===== src/rtl/seq_shift_add_multiplier.sv =====
// rtl/seq_shift_add_multiplier.sv - unsigned sequential shift-and-add multiplier
// One partial product per clock through an N-bit add; start/busy/done handshake.
module seq_shift_add_multiplier #(
  parameter int N = 4
) (
  input  logic           clk,
  input  logic           rst_n,
  input  logic           start,
  input  logic [N-1:0]   multiplicand,
  input  logic [N-1:0]   multiplier,
  output logic           busy,
  output logic           done,
  output logic [2*N-1:0] product
);

  localparam int CW = $clog2(N) + 1;

  typedef enum logic {IDLE, RUN} state_t;

  state_t        state, state_next;
  logic [N-1:0]  m_reg, q_reg, a_reg;
  logic [CW-1:0] count;
  logic [N-1:0]  addend, sum;
  logic          c_new, last;
  logic [N-1:0]  a_next, q_next;

  always_ff @(posedge clk or negedge rst_n) begin
    if (!rst_n) state <= IDLE;
    else        state <= state_next;
  end

  always_comb begin
    state_next = state;
    busy       = 1'b0;
    addend     = q_reg[0] ? m_reg : '0;
    {c_new, sum} = {1'b0, a_reg} + {1'b0, addend};
    // The carry is never dropped: it becomes the new MSB of A after the shift.
    a_next     = {c_new, sum[N-1:1]};
    q_next     = {sum[0], q_reg[N-1:1]};
    last       = (count == CW'(N - 1));
    case (state)
      IDLE: if (start) state_next = RUN;
      RUN: begin
        busy = 1'b1;
        if (last) state_next = IDLE;
      end
      default: state_next = IDLE;
    endcase
  end

  always_ff @(posedge clk or negedge rst_n) begin
    if (!rst_n) begin
      m_reg   <= '0;
      q_reg   <= '0;
      a_reg   <= '0;
      count   <= '0;
      done    <= 1'b0;
      product <= '0;
    end else begin
      done <= 1'b0;
      case (state)
        IDLE: begin
          if (start) begin
            m_reg <= multiplicand;
            q_reg <= multiplier;
            a_reg <= '0;
            count <= '0;
          end
        end
        RUN: begin
          a_reg <= a_next;
          q_reg <= q_next;
          count <= count + CW'(1);
          if (last) begin
            product <= {a_next, q_next};
            done    <= 1'b1;
          end
        end
        default: ;
      endcase
    end
  end

endmodule


===== config.mk =====
export PLATFORM = sky130hd
export DESIGN_NAME = seq_shift_add_multiplier
export DESIGN_NICKNAME = d
export VERILOG_FILES = /design/src/rtl/seq_shift_add_multiplier.sv
export SDC_FILE = /design/constraint.sdc
export NUM_CORES = 1
export LEC_CHECK = 0
export CAP_MARGIN = 40
export CORE_MARGIN = 8
export CORE_UTILIZATION = 41
export CTS_BUF_LIST = sky130_fd_sc_hd__clkbuf_4 sky130_fd_sc_hd__clkbuf_8
export CTS_CLUSTER_DIAMETER = 120
export DETAILED_ROUTE_END_ITERATION = 16
export GPL_TIMING_DRIVEN = 0
export PLACE_DENSITY = 0.67
export SLEW_MARGIN = 5
export SYNTH_ARGS = -nofsm -noshare
export SYNTH_HDL_FRONTEND = slang
export SYNTH_SLANG_ARGS = --single-unit

===== constraint.sdc =====
create_clock -name clk -period 2.25 [get_ports clk]
set_clock_uncertainty 0.05 [all_clocks]
set_input_delay 0.3375 -clock clk [delete_from_list [all_inputs] [get_ports clk]]
set_output_delay 0.3375 -clock clk [all_outputs]
set_load 0.03 [all_outputs]

==> results of run 1 <==
## path summary, 6_finish.rpt
kind | startpoint | end | slack (ns) | cells past startpoint
setup / recovery | q_reg[0] | a_reg[1] | 0.37 | 7
hold / removal | start | count[2] | 0.33 | 4
setup reg to reg | q_reg[0] | a_reg[1] | 0.37 | 7
hold reg to reg | count[2] | count[2] | 0.44 | 2
max in group asynchronous | rst_n | product[0] | 1.31 | 2
min in group asynchronous | rst_n | count[1] | 0.34 | 1
## routing by layer
layer | global-route usage, % | vias up | part of all wire [%]
met2 | 18.3 | 17 | 50
met5 | 0 | - | 0
met4 | 3.93 | 0 | 1.2
met1 | 12.9 | 401 | 44
met3 | 3.11 | 4 | 4.4
li1 | - | 421 | -
## cells in the final DEF, fill, tap and decap left out, types with 2 or more instances in the layout
| cell | instances |
|---|---|
| a21oi_1 | 2 |
| a31oi_1 | 2 |
| and2_1 | 3 |
| buf_6 | 2 |
| clkbuf_4 | 4 |
| clkdlybuf4s50_1 | 19 |
| dfrtp_1 | 25 |
| ha_1 | 6 |
| inv_1 | 8 |
| mux2_1 | 4 |
| mux2_2 | 4 |
| mux2i_1 | 4 |
| nand2_1 | 10 |
| nand3_1 | 2 |
| nor2_1 | 3 |
| o21ai_0 | 10 |
## through the flow
step                      setup slack, ns  util [%]  cell area (um^2)  hold slack, ns
after floorplan                     0.577         -              1240        -0.00809
after global placement              0.406      49.8              1470           0.418
after detailed placement            0.392      50.3              1490           0.422
after CTS                           0.349      51.3              1520           0.326
after global routing                0.258      51.3              1520           0.323
final                               0.365      51.3              1520           0.331
## tightest hold or removal path: cells and delay by family
kind / cells / cell delay (ns)
simple gates: 2 / 0.14
compound gates: 1 / 0.06
buf+inv: 1 / 0.12
## area by class of cell
type | instances | share of cell area [%]
sequential | 25 | 41.3
multi-input combinational | 69 | 35.8
timing repair buffer | 20 | 13.5
tap | 33 | 2.73
inverter | 9 | 2.39
buffer | 4 | 2.31
clock buffer | 4 | 1.98
## cells by family after synthesis
| family | after synthesis | share of synthesized area, % |
|---|---|---|
| compound gates | 21 | 11.2 |
| xor+xnor | 1 | 0.707 |
| fa+ha+maj | 7 | 7.68 |
| buf+inv | 13 | 5.76 |
| flops | 25 | 50.5 |
| mux | 12 | 10.5 |
| simple gates | 28 | 13.6 |
## where the power goes
| part | switching (W) | leakage (nW) | internal (W) |
|---|---|---|---|
| registers | 0.000125 | 0.307 | 0.000665 |
| logic | 0.000599 | 0.362 | 0.000509 |
| clock network | 0.000125 | 0.0184 | 0.0000812 |
| total | 0.000849 | 0.687 | 0.00126 |
==> flow_summary_export.csv, run 1 <==
group,metric,value,unit
status,status,"finished clean",
setup_path,crit_fanout,5,
placement,dpl.hpwl,1950,um
finish,multiInputGateArea,542,um^2
yosys,synthesis.nets,125,
yosys,synth_edf_count,0,
job,drv_cap,0,
finish,syn2layout_area_growth,22.3,%
yosys,yosys-top-cells-area,"dfrtp_1 51%, ha_1 6.1%, o21ai_0 4.0%",
floorplanning,placementRows,20,
clock_tree,cts_buffers,3,
pwr,leakagePower,0.687,nW
floorplanning,fp.dieW,71.0,um
yosys,synth_cells,107,
floorplanning,start_util,41.9,%
global_routing,grt_pass1_wl,4400,um
drt,dr.pass1.iters,4,
finish,n_antenna_cell,0,
global_routing,grt_max_degree,15,
timing,timing.setup.tns,0,ns
finish,drive_gt1_share,15.3,%
drt,drt-wirelength-per-cell,15.0,um
timing,relSlewSlack,59.9,%
yosys,synth_most_common_cell,"dfrtp_1",
setup_path,slowest_delay,0.41,ns
finish,regMostFlops,"product",
setup_path,worst_setup_path_start_kind,"flip-flop",
placement,dp.cells,160,
global_routing,grt_pass1_vias,941,
drt,drtIter0Drc,36,
setup_path,worstPathRequired,2.41,ns
yosys,yosys_warnings,0,
hold_path,hold_path.class,"in -> reg",
clock_tree,cts_sinks,25,
global_routing,grt.total_usage,10.9,%
setup_path,cp-end-kind,"flip-flop",
timing,rsz0062_at_grt,"no",
pwr,power.density,1390,nW/um^2
clock_tree,cts_setup_buffers,0,
yosys,ys_async_sr_fraction,100,%
placement,finalWeightedCongestion,0.809,
timing,setup-violations-final,0,
drt,drcViolationCount,0,
setup_path,arrival,2.05,ns
yosys,synth_top_area_share,50.5,%
clock_tree,ctsResizeCount,0,
clock_tree,path_clk_slew,0.13,ns
setup_path,criticalPathCategory,"reg -> reg",
finish,largest_reg_flops,8,
timing,slew_viol_final,0,
finish,finalNonFillerCells,164,
yosys,ys_ff_latch,25,
drt,via_per_inst,5.14,
timing,max_freq,0.531,GHz
finish,regArea,626,um^2
drt,ant_nets,0,
yosys,synth_ff_type,"dfrtp_1",
timing,hold_viol,0,
pwr,total_power,0.00210,W
finish,nFillCells,283,
yosys,syn-mean-instance-area,11.6,um^2
timing,fin_crit_sh,83.8,%
clock_tree,cts_root_buf,"clkbuf_4",
clock_tree,insertion_delay,0.31,ns
yosys,synth.distinct_cells,36,
yosys,syn_area,1240,um^2
floorplanning,core,2950,um^2
timing,worst_pin_slew,0.599,ns
global_routing,antenna_found_initial,0,
drt,vias,843,
pwr,vdd_drop_max,644,uV
placement,io_buffers,19,
yosys,synth_common_cells,"25 x dfrtp_1, 10 x nand2_1, 10 x o21ai_0",
setup_path,critPathBufInv,1,
setup_path,crit_chain,"and2_1 -> ha_1 -> inv_1 -> fa_1 -> xor2_1 -> nor2_1 -> a31o_2",
floorplanning,io_pins,21,
clock_tree,clock_path_buffers,2,
drt,routed_wirelength,2470,um
finish,nets,150,
floorplanning,die_h,71.0,um
timing,fin_crit,1.88,ns
global_routing,grt_overflow,0,
floorplanning,die_area,5040,um^2
yosys,ys_seq_area_share,50.5,%
setup_path,cpLargestDelayFamily,"adder cells",
clock_tree,cts_tree,"built",
setup_path,cp_slowest_cell,"dfrtp_1",
yosys,yosysTopAreaCell,"dfrtp_1",
clock_tree,h-tree-depth,1,
clock_tree,ctsHoldBuffers,0,
Power figures use the tool's default switching activity.
==> inputs of run 2 (changes only) <==
--- a/config.mk
+++ b/config.mk
@@ -12,7 +12,7 @@
 export CTS_CLUSTER_DIAMETER = 120
 export DETAILED_ROUTE_END_ITERATION = 16
 export GPL_TIMING_DRIVEN = 0
-export PLACE_DENSITY = 0.67
+export PLACE_DENSITY = 0.7
 export SLEW_MARGIN = 5
 export SYNTH_ARGS = -nofsm -noshare
 export SYNTH_HDL_FRONTEND = slang
==> constraint.sdc (replaced) <==
create_clock -name clk -period 1.7 [get_ports clk]
set_clock_uncertainty 0.05 [all_clocks]
set_input_delay 0.255 -clock clk [delete_from_list [all_inputs] [get_ports clk]]
set_output_delay 0.255 -clock clk [all_outputs]
set_load 0.03 [all_outputs]
==> run 2 against run 1 <==
- the run now ends with setup timing left
- worst hold slack worse by 0.12 ns
- clock power up 36%
- count of clock-buffer cells in the layout unchanged
- global-route usage down 0.30 points
- setup slack worse by 0.40 ns
- critical path type unchanged
==> flow_summary_export.csv, run 2 (synthesized netlist as in run 1, its figures left out) <==
group,metric,value,unit
timing,fin_crit,1.73,ns
status,status,"complete, but fails checks",
clock_tree,cts_sinks,25,
drt,dr.pass1.iters,2,
setup_path,criticalPathCategory,"reg -> reg",
finish,final_cell_mix,"24 x dfrtp_1, 10 x clkdlybuf4s50_1, 9 x nand2_1, 8 x o21ai_0",
drt,drtIter0Drc,31,
setup_path,cp_slowest_cell,"dfrtp_2",
clock_tree,h-tree-depth,1,
timing,relSlewSlack,65.6,%
floorplanning,placementRows,20,
finish,regMostFlops,"product",
setup_path,worst_setup_path_start_kind,"flip-flop",
setup_path,crit_fanout,5,
setup_path,reg2reg_to,"a_reg[1]",
finish,nets,154,
finish,layout_commonest_cell,"dfrtp_1",
floorplanning,io_pins,21,
global_routing,antenna_found_initial,0,
global_routing,grt_pass1_vias,918,
finish,largest_reg_flops,8,
drt,drt-wirelength-per-cell,14.8,um
pwr,power.density,1850,nW/um^2
setup_path,arrival,1.91,ns
drt,drcViolationCount,0,
finish,n_antenna_cell,0,
setup_path,worstPathRequired,1.88,ns
timing,finalWorstSetupSlack,-0.0317,ns
timing,worst_pin_slew,0.515,ns
finish,utilization,55.1,%
floorplanning,start_util,41.9,%
drt,ant_nets,0,
placement,io_buffers,19,
setup_path,rrSetupSlack,-0.03,ns
setup_path,critPathBufInv,1,
status,violations,"setup timing",
setup_path,r2r_start,"q_reg[0]",
global_routing,grt_pass1_wl,4330,um
timing,hold_viol,0,
setup_path,rr_worst_depth,7,
global_routing,grt_overflow,0,
clock_tree,ctsHoldBuffers,0,
floorplanning,core,2950,um^2
clock_tree,clock_path_buffers,2,
placement,dpl_cell_area,1490,um^2
timing,rsz0062_at_grt,"yes",
pwr,vdd_drop_max,652,uV
drt,via_per_inst,5.21,
timing,max_freq,0.577,GHz
setup_path,cpLargestDelayFamily,"adder cells",
finish,nFillCells,251,
timing,slew_viol_final,0,
floorplanning,die_area,5040,um^2
clock_tree,cts_tree,"built",
hold_path,hold_path.class,"in -> async",
placement,finalWeightedCongestion,0.764,
job,drv_cap,0,
finish,drive_gt1_share,27.4,%
timing,hold_slack,0.210,ns
drt,routed_wirelength,2490,um
clock_tree,cts_root_buf,"clkbuf_4",
setup_path,crit_chain,"and2_4 -> ha_4 -> inv_2 -> fa_2 -> xor2_2 -> nor2_1 -> a31o_2",
finish,syn2layout_area_growth,31.4,%
timing,setup-violations-final,1,
global_routing,grt.total_usage,10.6,%
clock_tree,insertion_delay,0.32,ns
pwr,leakagePower,0.796,nW
floorplanning,die_h,71.0,um
setup_path,slowest_delay,0.43,ns
clock_tree,cts_buffers,3,
placement,dpl.hpwl,1920,um
setup_path,cp-end-kind,"flip-flop",
finish,final_cell_area,1630,um^2
floorplanning,fp.dieW,71.0,um
drt,vias,875,
global_routing,grt_max_degree,16,
clock_tree,path_clk_slew,0.13,ns
timing,fin_crit_sh,102,%
## run 2: how the worst max path moves through the flow
stage / start / end / slack, ns / cells past startpoint
finish: q_reg[0] / a_reg[1] / -0.03 / 7
global route: q_reg[0] / a_reg[1] / -0.10 / 7
CTS: q_reg[0] / a_reg[1] / -0.05 / 7
detailed placement: q_reg[0] / a_reg[1] / -0.13 / 7
global placement: q_reg[0] / a_reg[1] / -0.09 / 7
floorplan: q_reg[0] / a_reg[1] / 0.03 / 7
## run 2: per-stage QoR
stage | setup slack [ns] | cells | total power [W] | TNS (ns)
global route | -0.103 | 168 | 0.00324 | -0.258
floorplan | 0.0275 | 107 | 0.00205 | 0
detailed placement | -0.125 | 160 | 0.00253 | -0.151
CTS | -0.0479 | 166 | 0.00288 | -0.0479
finish | -0.0317 | 168 | 0.00300 | -0.0317
global placement | -0.0870 | 159 | 0.00246 | -0.0870
## run 2: layout make-up
class,instances,area [um^2],area share [%]
buffer,4,35.0,2.15
clock buffer,4,30.0,1.84
inverter,9,36.3,2.23
multi-input combinational,69,608,37.4
sequential,25,627,38.5
tap,33,41.3,2.54
timing repair buffer,24,250,15.4
## run 2: repair_timing
item                       CTS  global route
gates resized for setup      6            20
setup endpoints to repair    6            16
pin swaps                    1             6
setup buffers                2             2
## run 2: routing by layer
metal  share of wire, %  vias up  global-route usage, %
met5                  0        -                      0
met4                2.9        0                   6.24
met3                1.9        7                   1.55
met2                 52       13                   18.2
met1                 44      420                   12.2
li1                   -      435                      -
## run 2: report_power, final
part	switching (W)	total, W	leakage [nW]	internal [W]
logic	0.000834	0.00164	0.471	0.000810
clock network	0.000175	0.000282	0.0184	0.000108
registers	0.000195	0.00108	0.306	0.000883
total	0.00120	0.00300	0.796	0.00180
